## src/rtl/miriscv_data_xbar.sv

```systemverilog
// Data-side bus decoder for the miriscv LSU: address decode to power-of-two slave regions,
// req/gnt forwarding, response routing, unmapped/timeout error responses and an error counter.
//
// state    | meaning
// ST_IDLE  | no transaction outstanding; decode and forward the core request
// ST_WAIT  | granted by slave r_sel, waiting for its rvalid or the timeout
// ST_ERR   | unmapped access accepted; emit the error response
module miriscv_data_xbar #(
  parameter int                            NUM_SLAVES      = 2,
  parameter int                            ADDR_W          = 32,
  parameter int                            DATA_W          = 32,
  parameter logic [NUM_SLAVES*ADDR_W-1:0]  SLAVE_BASE      = {32'h1000, 32'h0},
  parameter logic [NUM_SLAVES*8-1:0]       SLAVE_SIZE_LOG2 = {8'd12, 8'd8},
  parameter int                            TIMEOUT         = 16
) (
  input  logic                          clk_i,
  input  logic                          rst_i,
  input  logic                          core_req_i,
  input  logic                          core_we_i,
  input  logic [DATA_W/8-1:0]           core_be_i,
  input  logic [ADDR_W-1:0]             core_addr_i,
  input  logic [DATA_W-1:0]             core_wdata_i,
  output logic                          core_gnt_o,
  output logic                          core_rvalid_o,
  output logic [DATA_W-1:0]             core_rdata_o,
  output logic                          core_err_o,
  output logic [15:0]                   err_cnt_o,
  output logic [NUM_SLAVES-1:0]         s_req_o,
  output logic                          s_we_o,
  output logic [DATA_W/8-1:0]           s_be_o,
  output logic [ADDR_W-1:0]             s_addr_o,
  output logic [DATA_W-1:0]             s_wdata_o,
  input  logic [NUM_SLAVES-1:0]         s_gnt_i,
  input  logic [NUM_SLAVES-1:0]         s_rvalid_i,
  input  logic [NUM_SLAVES*DATA_W-1:0]  s_rdata_i
);

  localparam int SEL_W = (NUM_SLAVES > 1) ? $clog2(NUM_SLAVES) : 1;
  localparam int TW    = (TIMEOUT > 2) ? $clog2(TIMEOUT) : 1;

  typedef enum logic [1:0] {ST_IDLE, ST_WAIT, ST_ERR} state_t;

  state_t            r_state, w_state_nxt;
  logic [SEL_W-1:0]  r_sel, w_sel_nxt, w_sel;
  logic [TW-1:0]     r_timer, w_timer_nxt;
  logic [15:0]       r_err_cnt;
  logic              w_any_hit;
  logic [NUM_SLAVES-1:0] w_hit;
  logic [7:0]        w_size [NUM_SLAVES];
  logic [DATA_W-1:0] w_rdata [NUM_SLAVES];
  logic [ADDR_W-1:0] w_mask;

  for (genvar g = 0; g < NUM_SLAVES; g++) begin : g_dec
    assign w_size[g]  = SLAVE_SIZE_LOG2[g*8 +: 8];
    assign w_rdata[g] = s_rdata_i[g*DATA_W +: DATA_W];
    assign w_hit[g]   = (core_addr_i >> w_size[g]) ==
                        (SLAVE_BASE[g*ADDR_W +: ADDR_W] >> w_size[g]);
  end

  // Scan from the top so the lowest matching index ends up selected.
  always_comb begin
    w_sel     = '0;
    w_any_hit = 1'b0;
    for (int i = NUM_SLAVES - 1; i >= 0; i--) begin
      if (w_hit[i]) begin
        w_sel     = SEL_W'(i);
        w_any_hit = 1'b1;
      end
    end
  end

  assign w_mask    = ~({ADDR_W{1'b1}} << w_size[w_sel]);
  assign s_addr_o  = core_addr_i & w_mask;
  assign s_we_o    = core_we_i;
  assign s_be_o    = core_be_i;
  assign s_wdata_o = core_wdata_i;
  assign err_cnt_o = r_err_cnt;

  always_ff @(posedge clk_i) begin
    if (rst_i) begin
      r_state   <= ST_IDLE;
      r_sel     <= '0;
      r_timer   <= '0;
      r_err_cnt <= '0;
    end else begin
      r_state <= w_state_nxt;
      r_sel   <= w_sel_nxt;
      r_timer <= w_timer_nxt;
      if (core_rvalid_o && core_err_o && (r_err_cnt != 16'hFFFF))
        r_err_cnt <= r_err_cnt + 16'd1;
    end
  end

  always_comb begin
    w_state_nxt   = r_state;
    w_sel_nxt     = r_sel;
    w_timer_nxt   = r_timer;
    s_req_o       = '0;
    core_gnt_o    = 1'b0;
    core_rvalid_o = 1'b0;
    core_rdata_o  = '0;
    core_err_o    = 1'b0;
    unique case (r_state)
      ST_IDLE: begin
        if (core_req_i) begin
          if (w_any_hit) begin
            s_req_o    = NUM_SLAVES'(1) << w_sel;
            core_gnt_o = s_gnt_i[w_sel];
            if (s_gnt_i[w_sel]) begin
              w_sel_nxt   = w_sel;
              w_timer_nxt = '0;
              w_state_nxt = ST_WAIT;
            end
          end else begin
            core_gnt_o  = 1'b1;
            w_state_nxt = ST_ERR;
          end
        end
      end
      ST_WAIT: begin
        w_timer_nxt = r_timer + TW'(1);
        if (s_rvalid_i[r_sel]) begin
          core_rvalid_o = 1'b1;
          core_rdata_o  = w_rdata[r_sel];
          w_state_nxt   = ST_IDLE;
        end else if (r_timer == TW'(TIMEOUT - 1)) begin
          core_rvalid_o = 1'b1;
          core_err_o    = 1'b1;
          w_state_nxt   = ST_IDLE;
        end
      end
      ST_ERR: begin
        core_rvalid_o = 1'b1;
        core_err_o    = 1'b1;
        w_state_nxt   = ST_IDLE;
      end
      default: w_state_nxt = ST_IDLE;
    endcase
  end

endmodule

```

## config.mk

```make
export PLATFORM = sky130hd
export DESIGN_NAME = miriscv_data_xbar
export DESIGN_NICKNAME = d
export VERILOG_FILES = /design/src/rtl/miriscv_data_xbar.sv
export SDC_FILE = /design/constraint.sdc
export NUM_CORES = 1
export LEC_CHECK = 0
export BUFFER_PORTS_ARGS = -buffer_cell sky130_fd_sc_hd__buf_2
export CAP_MARGIN = 20
export CORE_AREA = 4 4 101 103
export CTS_CLUSTER_DIAMETER = 40
export DETAILED_ROUTE_END_ITERATION = 10
export DIE_AREA = 0 0 105 107
export GPL_ROUTABILITY_DRIVEN = 0
export SYNTH_ARGS = -nofsm -noshare
export SYNTH_HDL_FRONTEND = slang
export SYNTH_SLANG_ARGS = --single-unit
```

## constraint.sdc

```tcl
create_clock -name clk_i -period 6.01 [get_ports clk_i]
set_clock_uncertainty 0.2 [all_clocks]
set_input_delay 0.3005 -clock clk_i [delete_from_list [all_inputs] [get_ports clk_i]]
set_output_delay 0.3005 -clock clk_i [all_outputs]
set_load 0.1 [all_outputs]
```

==> impl_metrics.csv, run 1 <==
group,metric,value,unit
clock_network,cts_setup_buffers,0,
grt,grt.met1_usage,0.1835,
worst_setup_path,worstPathRequired,5510,ps
synthesis,syn_area_per_cell,7.553,um^2
sta,rsz0062_at_grt,"false",
worst_setup_path,worst-r2r-cell-count,5,
worst_setup_path,worstSetupStartpointType,"flop",
pwr,peakVddDrop,103.4,uV
clock_network,path_clk_slew,90,ps
drt,routed_wl,9375,um
clock_network,ctsResizeCount,0,
grt,met3_usage,0.07827,
worst_setup_path,crit_slowest_cell,"dfxtp_2",
final_layout,layout_commonest_cell,"buf_2",
drt,vias_per_cell,4.839,
final_layout,fill_cells,1010,
grt,grt_pass1_vias,2495,
clock_network,numCtsBuffers,3,
worst_setup_path,path_cells,"mux2i_4, nand2b_1, buf_4, nor2_1, buf_2",
synthesis,yosysWarnings,0,
sta,timing.final.ws_setup,2578,ps
die,ioPinCount,262,
die,core,9196,um^2
die,dieWidth,105,um
placed_design,pre_cts_ws,2874,ps
synthesis,synth_compound_area_frac,0.08359,
sta,slew_violations,0,
final_layout,layout_common_cells,"buf_2, nor2_1, mux2i_1",
worst_hold_path,hp-class,"in2reg",
worst_setup_path,path_buf_inv,2,
drt,drc,0,
flow_run,cap_violations,0,
final_layout,layout.nets,570,
worst_setup_path,cpPeakStageDelay,1020,ps
clock_network,cts_tree,"yes",
die,rows,35,
final_layout,syn_to_final_growth,19.35,%
grt,grt_max_degree,35,
clock_network,root_buffer,"clkbuf_8",
pwr,leakage,1.382,nW
worst_setup_path,crit_path_end_kind,"primary output",
placed_design,place_inst,531,
final_layout,multi_input_area,1509,um^2
grt,grt_pass1_wl,13720,um
sta,post-route-period-util,0.5710,
sta,slew_headroom,0.3152,
drt,drt_iter0_markers,161,
final_layout,regArea,461.7,um^2
synthesis,synth_cells,327,
synthesis,synthSimpleGateAreaFrac,0.2822,
die,initial_utilization,0.2686,
outcome,status,"finished clean",
drt,vias,2589,
final_layout,diodes,0,
worst_setup_path,worstSetupPathType,"reg2out",
placed_design,io_buffers,151,
die,die-area,11240,um^2
grt,grt-busiest-layer,"met2",
sta,report.final.setup_viol,0,
grt,overflow,0,
worst_setup_path,arrival,2930,ps
die,die-height,107,um
clock_network,cts_sinks,23,
sta,fin_tns_setup,0,ps
synthesis,synth_top_family_by_area,"simple AND/OR/NAND/NOR gates",
synthesis,ys_seq_area_frac,0.1864,
worst_setup_path,cp_top_family,"flip-flops",
synthesis,synthAdderAreaFrac,0.02533,
pwr,p_per_area,132.8,nW/um^2
grt,gr-usage-met2,0.2557,
drt,wl_per_cell,17.52,um
synthesis,synthMuxAreaShare,0.1469,
grt,antenna_found_initial,2,
synthesis,yosysUniqueCellTypes,42,
final_layout,final_cells,535,
synthesis,netlist_area,2470,um^2
sta,worst_pin_slew,1027,ps
final_layout,drive_gt1_frac,0.3844,
clock_network,cts_max_level,1,
synthesis,ys_ff_latch,23,
worst_setup_path,cp.depth,5,
worst_setup_path,crit_fanout,34,
sta,hold_violations,0,
clock_network,postCtsHoldBufs,0,
clock_network,insertion_delay,270,ps
placed_design,dp.final_hpwl,8050,um
clock_network,ctsLongestPathBuffers,2,
sta,min_period,3432,ps
sta,fmax,291.4,MHz
drt,final_antenna_net_count,0,
drt,drt_pre_antenna_iters,4,
synthesis,synth_xor_area_frac,0.04255,
worst_hold_path,min_path_cells,3,
grt,grt_usage,0.1553,
-- per-layer routing --
layer  up-vias  routed length, um  part of all wire
li1       1260                  -                 -
met3        14               1167              0.12
met4         4                 91            0.0097
met2       136               4323              0.46
met1      1175               3771              0.40
met5         -                 21            0.0022
-- final timing paths --
kind | slack, ps | end | start
max reg2reg | 3220 | err_cnt_o[11]$_SDFFE_PP0P_ | r_sel$_SDFFE_PP0P_
min | 160 | r_state[1]$_SDFFE_PP0P_ | s_gnt_i[0]
max | 2580 | core_rdata_o[3] | r_sel$_SDFFE_PP0P_
min reg2reg | 310 | r_timer[1]$_SDFFE_PP0P_ | r_timer[1]$_SDFFE_PP0P_
-- worst reg2reg max path, delay by kind of cell, from the launching register on --
family / cells / cell delay, ps
AOI/OAI and AO/OA: 2 / 510
DFF: 1 / 1020
muxes: 1 / 460
and+or+nand+nor: 2 / 540
-- registers in the layout (all words and copies together), names as in the netlist --
name	count
r_timer	4
err_cnt_o	16
r_sel	1
r_state	2
-- stage by stage --
step | util | instance area, um^2 | hold WS (ps) | total power, W
2_1_floorplan | - | 2541 | 217.7 | 0.0004008
3_3_place_gp | 0.3152 | 2899 | 293.0 | 0.0002921
3_5_place_dp | 0.3152 | 2899 | 299.8 | 0.0002932
4_1_cts | 0.3205 | 2948 | 152.0 | 0.0003955
5_1_grt | 0.3205 | 2948 | 165.9 | 0.0004102
6_report | 0.3205 | 2948 | 157.5 | 0.0003914
-- area by class of cell --
type	count	area share
Clock inverter	1	0.002547
Sequential cell	23	0.1566
Multi-Input combinational cell	238	0.5119
Tap cell	111	0.04711
Timing Repair Buffer	152	0.2589
Inverter	7	0.008913
Clock buffer	3	0.01401
-- cell families after synthesis --
logic type               Yosys count
XOR/XNOR                          12
flip-flops                        23
AO/OA/AOI/OAI                     31
AND/OR/NAND/NOR                  135
adder cells (fa/ha/maj)            5
buffers and inverters             85
multiplexers                      35
other                              1
-- where the power goes --
group	internal, W	total, W	switching (W)
clock network	0.0000470	0.000102	0.0000546
logic	0.0000346	0.000135	0.000101
registers	0.000153	0.000154	0.00000115
-- synth_stat cells --
| cell | n | share of area |
|---|---|---|
| buf_4 | 65 | 0.20 |
| nor2_1 | 50 | 0.076 |
| mux2i_1 | 34 | 0.14 |
| dfxtp_1 | 23 | 0.19 |
| nand2_1 | 13 | 0.020 |
| nand3_1 | 13 | 0.026 |
| nand4_1 | 12 | 0.030 |
| clkbuf_1 | 9 | 0.014 |
| xor2_1 | 9 | 0.032 |
| and2_1 | 8 | 0.020 |
| a21oi_1 | 7 | 0.014 |
| a31oi_1 | 7 | 0.018 |
| inv_1 | 7 | 0.011 |
| and3_1 | 6 | 0.015 |
| and4_1 | 6 | 0.021 |
| nor4_1 | 6 | 0.015 |
| ha_1 | 5 | 0.025 |
| nor3_1 | 5 | 0.010 |
| o21ai_0 | 5 | 0.010 |
| or3_1 | 5 | 0.013 |
| o211ai_1 | 3 | 0.0091 |
| xnor2_1 | 3 | 0.011 |
| buf_1 | 2 | 0.0030 |
| nand2b_1 | 2 | 0.0051 |
| nand3_2 | 2 | 0.0081 |
| nand4b_1 | 2 | 0.0071 |
| nor2b_1 | 2 | 0.0051 |
| o21a_1 | 2 | 0.0061 |
| a22o_1 | 1 | 0.0035 |
| a31o_2 | 1 | 0.0035 |
| a32oi_1 | 1 | 0.0035 |
| and3_2 | 1 | 0.0030 |
| buf_2 | 1 | 0.0020 |
| buf_6 | 1 | 0.0046 |
| conb_1 | 1 | 0.0015 |
| mux2i_4 | 1 | 0.0091 |
| nor3b_1 | 1 | 0.0030 |
| nor4b_1 | 1 | 0.0035 |
| o22ai_1 | 1 | 0.0025 |
| o31ai_1 | 1 | 0.0030 |
| o32ai_1 | 1 | 0.0035 |
| o32ai_2 | 1 | 0.0066 |
Note: power is estimated with default switching activity, not from simulation.
==> inputs of run 2 (changes only) <==
--- a/config.mk
+++ b/config.mk
@@ -7,11 +7,12 @@
 export LEC_CHECK = 0
 export BUFFER_PORTS_ARGS = -buffer_cell sky130_fd_sc_hd__buf_2
 export CAP_MARGIN = 20
-export CORE_AREA = 4 4 101 103
+export CORE_AREA = 4 4 99 101
 export CTS_CLUSTER_DIAMETER = 40
 export DETAILED_ROUTE_END_ITERATION = 10
-export DIE_AREA = 0 0 105 107
+export DIE_AREA = 0 0 103 105
 export GPL_ROUTABILITY_DRIVEN = 0
+export PLACE_DENSITY = 0.66
 export SYNTH_ARGS = -nofsm -noshare
 export SYNTH_HDL_FRONTEND = slang
 export SYNTH_SLANG_ARGS = --single-unit
==> constraint.sdc (replaced) <==
create_clock -name clk_i -period 3.2 [get_ports clk_i]
set_clock_uncertainty 0.2 [all_clocks]
set_input_delay 0.16 -clock clk_i [delete_from_list [all_inputs] [get_ports clk_i]]
set_output_delay 0.16 -clock clk_i [all_outputs]
set_load 0.1 [all_outputs]
==> run 2 against run 1 <==
First-iteration DRC count down 39%. Final cell count grew 0.56%. Critical path depth increased by 1. Global-route usage decreased by 1.9 points. Sequential share of layout area about the same. Non-clock buffer count rose by 1. Flip-flop and latch count is the same. Die area is 3.7% lower. Register-to-register slack lost 2200 ps. Routed wire length down 9.6%. Largest cell class unchanged. Largest power group unchanged. Highest routed layer is now met4.
==> impl_metrics.csv, run 2 (synthesis gave the netlist of run 1 again) <==
group,metric,value,unit
grt,grt_pass1_wl,11640,um
worst_setup_path,worstSetupStartpointType,"flop",
die,ioPinCount,262,
die,initial_utilization,0.2738,
drt,wl_per_cell,15.76,um
worst_setup_path,arrival,2120,ps
worst_setup_path,worstSetupPathType,"reg2out",
final_layout,layout_commonest_cell,"buf_2",
die,die-height,105,um
drt,routed_wl,8478,um
clock_network,numCtsBuffers,3,
pwr,p_per_area,244.3,nW/um^2
final_layout,drive_gt1_frac,0.3835,
drt,drc,0,
drt,vias_per_cell,4.818,
sta,min_period,2478,ps
final_layout,layout_common_cells,"buf_2, nor2_1, mux2i_1",
worst_setup_path,path_cells,"inv_1, ha_1, nand2b_1, buf_4, nor2_1, buf_2",
sta,rsz0062_at_grt,"false",
sta,fmax,403.5,MHz
final_layout,syn_to_final_growth,19.71,%
placed_design,dp.final_hpwl,7184,um
grt,antenna_found_initial,2,
sta,hold_violations,0,
clock_network,cts_tree,"yes",
clock_network,postCtsHoldBufs,0,
worst_setup_path,worst-r2r-cell-count,6,
final_layout,fill_cells,963,
clock_network,root_buffer,"clkbuf_8",
die,rows,35,
worst_hold_path,min_path_cells,3,
drt,vias,2592,
worst_setup_path,cpPeakStageDelay,450,ps
worst_hold_path,hp-class,"in2reg",
flow_run,cap_violations,0,
grt,overflow,0,
clock_network,cts_setup_buffers,0,
worst_setup_path,worstPathRequired,2840,ps
sta,slew_violations,0,
clock_network,path_clk_slew,80,ps
worst_setup_path,crit_fanout,32,
pwr,peakVddDrop,182.1,uV
drt,drt_pre_antenna_iters,4,
outcome,status,"finished clean",
grt,grt_usage,0.1363,
clock_network,ctsResizeCount,0,
die,die-area,10820,um^2
grt,grt_max_degree,34,
final_layout,layout.nets,571,
clock_network,cts_max_level,1,
drt,final_antenna_net_count,0,
worst_setup_path,crit_path_end_kind,"primary output",
sta,slew_headroom,0.6361,
final_layout,final_cells,538,
final_layout,finalInstanceArea,2957,um^2
pwr,leakage,1.388,nW
placed_design,placed_cell_area,2907,um^2
final_layout,final_util,0.3277,
sta,report.final.setup_viol,0,
placed_design,io_buffers,151,
grt,grt_pass1_vias,2303,
clock_network,cts_sinks,23,
sta,worst_pin_slew,545.8,ps
sta,post-route-period-util,0.7744,
clock_network,insertion_delay,260,ps
placed_design,place_inst,532,
worst_setup_path,crit_slowest_cell,"buf_2",
sta,fin_tns_setup,0,ps
clock_network,ctsLongestPathBuffers,2,
die,core,9021,um^2
drt,drt_iter0_markers,99,
final_layout,largest_reg_flops,16,
die,dieWidth,103,um
==> run 2: cell count changes in the layout (fill, tap and decap cells not counted), sizes merged <==
cell,before,now
buf,152,153
clkinvlp,1,0
diode,0,2
clkbuf,3,4
==> run 2: report_power, final <==
part           leakage (nW)  internal (W)  total, W  switching [W]
clock                0.0228     0.0000889  0.000181      0.0000925
sequential            0.186      0.000288  0.000290     0.00000211
combinational          1.18     0.0000650  0.000251       0.000186
==> run 2: worst paths after layout <==
kind,end,startpoint,slack (ps)
min,r_state[1]$_SDFFE_PP0P_,s_gnt_i[1],30
max,core_rdata_o[1],r_state[1]$_SDFFE_PP0P_,720
min reg2reg,r_timer[1]$_SDFFE_PP0P_,r_timer[1]$_SDFFE_PP0P_,320
max reg2reg,err_cnt_o[11]$_SDFFE_PP0P_,r_state[1]$_SDFFE_PP0P_,1010
==> run 2: final cells by class <==
| cell class | count | area [um^2] | share of cell area |
|---|---|---|---|
| multi-input cells | 238 | 1509 | 0.5104 |
| repair buffers | 153 | 770.7 | 0.2607 |
| flip-flops and latches | 23 | 461.7 | 0.1562 |
| well taps | 111 | 138.9 | 0.04697 |
| clock buffers | 4 | 45.04 | 0.01523 |
| inverters | 7 | 26.28 | 0.008887 |
| diodes | 2 | 5.005 | 0.001693 |
==> run 2: per-stage QoR <==
step	hold slack, ps	power (W)	setup slack (ps)
2_1_floorplan	77.17	0.0007527	391.4
3_3_place_gp	120.7	0.0005442	1050
3_5_place_dp	120.7	0.0005472	994.9
4_1_cts	19.33	0.0007304	693.8
5_1_grt	61.35	0.0007551	565.5
6_report	28.64	0.0007224	722.0
==> run 2: worst max-delay path, delay by kind of cell, from the launching register on <==
family / cells / cell delay [ps]
buf+inv: 3 / 800
fa+ha+maj: 1 / 440
flops: 1 / 340
simple gates: 2 / 260
==> run 2: metal layers <==
metal / track usage / up-vias / part of all wire
met5: 0 / - / 0
met4: 0.03885 / 0 / 0.020
met3: 0.03672 / 15 / 0.11
met2: 0.2420 / 133 / 0.49
met1: 0.1567 / 1188 / 0.38
li1: - / 1256 / -
==> inputs of run 3 (changes only) <==
==> constraint.sdc (replaced) <==
create_clock -name clk_i -period 2.4 [get_ports clk_i]
set_clock_uncertainty 0.2 [all_clocks]
set_input_delay 0.12 -clock clk_i [delete_from_list [all_inputs] [get_ports clk_i]]
set_output_delay 0.12 -clock clk_i [all_outputs]
set_load 0.1 [all_outputs]
==> run 3 against run 2 <==
Core utilization increased by 6.4 points. Global-route usage increased by 1.4 points. Die area unchanged. Hold slack got worse by 27 ps. Routed wire length increased by 3.0%. Combinational power increased by 40%. Critical endpoint is now r_state[1]$_SDFFE_PP0P_.
==> impl_metrics.csv, run 3 (synthesis gave the netlist of run 1 again) <==
group,metric,value,unit
sta,slew_headroom,0.6185,
die,die-area,10820,um^2
sta,worst_pin_slew,572.2,ps
drt,vias_per_cell,4.764,
final_layout,multi_input_area,1524,um^2
worst_setup_path,worstSetupStartpointType,"flop",
final_layout,syn_to_final_growth,43.11,%
sta,min_period,2269,ps
die,ioPinCount,262,
final_layout,layout_commonest_cell,"buf_2",
drt,vias,2582,
final_layout,final_cells,542,
worst_setup_path,worstSetupPathType,"reg2reg",
drt,final_antenna_net_count,0,
final_layout,layout.nets,577,
pwr,p_total,0.0009807,W
final_layout,final_util,0.3918,
worst_setup_path,cp.depth,9,
worst_setup_path,worst-r2r-cell-count,9,
final_layout,layout_common_cells,"buf_2, nor2_1, mux2i_1, buf_12, conb_1",
worst_setup_path,critPathLaunch,"r_state[0]$_SDFFE_PP0P_",
drt,drt_pre_antenna_iters,4,
pwr,peakVddDrop,163.6,uV
worst_setup_path,arrival,2280,ps
worst_setup_path,path_buf_inv,3,
die,initial_utilization,0.2738,
grt,overflow,0,
final_layout,diodes,0,
worst_setup_path,worstPathRequired,2410,ps
grt,antenna_found_initial,0,
sta,hold_slack,1.279,ps
worst_setup_path,cp_top_family,"buffers and inverters",
grt,grt_usage,0.1505,
sta,post-route-period-util,0.9453,
drt,routed_wl,8734,um
sta,rsz0062_at_grt,"false",
grt,grt_pass1_wl,12900,um
grt,grt_pass1_vias,2540,
worst_setup_path,crit_slowest_cell,"dlygate4sd3_1",
placed_design,dp.final_hpwl,7535,um
flow_run,cap_violations,0,
clock_network,cts_setup_buffers,0,
clock_network,root_buffer,"clkbuf_8",
placed_design,pre_cts_ws,412.5,ps
die,dieWidth,103,um
die,die-height,105,um
sta,fmax,440.8,MHz
grt,grt_max_degree,34,
clock_network,cts_sinks,23,
clock_network,cts_tree,"yes",
clock_network,path_clk_slew,80,ps
placed_design,place_inst,535,
final_layout,drive_gt1_frac,0.4084,
placed_design,io_buffers,151,
sta,hold_violations,0,
clock_network,cts_max_level,1,
worst_setup_path,regToRegSetupSlack,130,ps
worst_setup_path,crit_fanout,7,
final_layout,regArea,467.9,um^2
clock_network,ctsLongestPathBuffers,2,
worst_setup_path,crit_path_end_kind,"flop",
sta,report.final.setup_viol,0,
pwr,leakage,1.514,nW
outcome,status,"finished clean",
worst_setup_path,rr_endpoint,"r_state[1]$_SDFFE_PP0P_",
worst_setup_path,path_cells,"inv_1, ha_2, nand2_1, buf_4, a31oi_2, o21ai_0, o21a_1, a31oi_1, dlygate4sd3_1",
clock_network,numCtsBuffers,3,
worst_setup_path,worstReg2RegStart,"r_state[0]$_SDFFE_PP0P_",
final_layout,fill_cells,922,
final_layout,largest_reg_flops,16,
worst_setup_path,crit_end,"r_state[1]$_SDFFE_PP0P_",
drt,drc,0,
pwr,p_per_area,277.5,nW/um^2
worst_setup_path,cpPeakStageDelay,570,ps
die,rows,35,
drt,drt_iter0_markers,96,
die,core,9021,um^2
clock_network,insertion_delay,270,ps
worst_hold_path,hp-class,"in2reg",
sta,slew_violations,0,
sta,timing.final.ws_setup,131.2,ps
drt,wl_per_cell,16.11,um
[run 3: worst min-delay path, cell delays in order]
cell     delay (ps)
buf_2           110
a31oi_1          80
o21a_1          120
[run 3: how the worst min path moves through the flow]
| stage | from | to | cells after the start |
|---|---|---|---|
| after CTS | s_gnt_i[0] | r_sel$_SDFFE_PP0P_ | 3 |
| after global routing | s_gnt_i[0] | r_sel$_SDFFE_PP0P_ | 3 |
| after global placement | core_be_i[2] | s_be_o[2] | 0 |
| after floorplan | rst_i | r_timer[1]$_SDFFE_PP0P_ | 1 |
| after detailed placement | core_be_i[2] | s_be_o[2] | 0 |
| final | s_gnt_i[0] | r_sel$_SDFFE_PP0P_ | 3 |
[run 3: where the power goes]
part,internal (W),switching (W)
clock network,0.000116,0.000127
logic,0.0000998,0.000251
registers,0.000384,0.00000254
[run 3: per-layer routing]
layer	vias up	share of wire	track usage
li1	1265	-	-
met1	1170	0.38	0.1765
met2	140	0.51	0.2704
met3	7	0.11	0.03872
met4	0	0.0078	0.03053
met5	-	0	0
[run 3: through the flow]
step	setup TNS, ps	cell area (um^2)
after floorplan	-6727	2554
after global placement	0	3450
after detailed placement	0	3450
after CTS	0	3526
after global routing	0	3535
final	0	3535
[run 3: cell type report]
cell class	instances	share of cell area
inverter	7	0.007434
sequential	23	0.1324
clock inverter	1	0.001416
clock buffer	3	0.01168
timing repair buffer	159	0.3766
tap	111	0.03929
multi-input combinational	238	0.4311
[run 3: timing repair]
item,CTS,global route
hold buffers,3,0
gates resized for setup,0,2
endpoints found under the setup margin,0,1
hold endpoints to repair,10,0
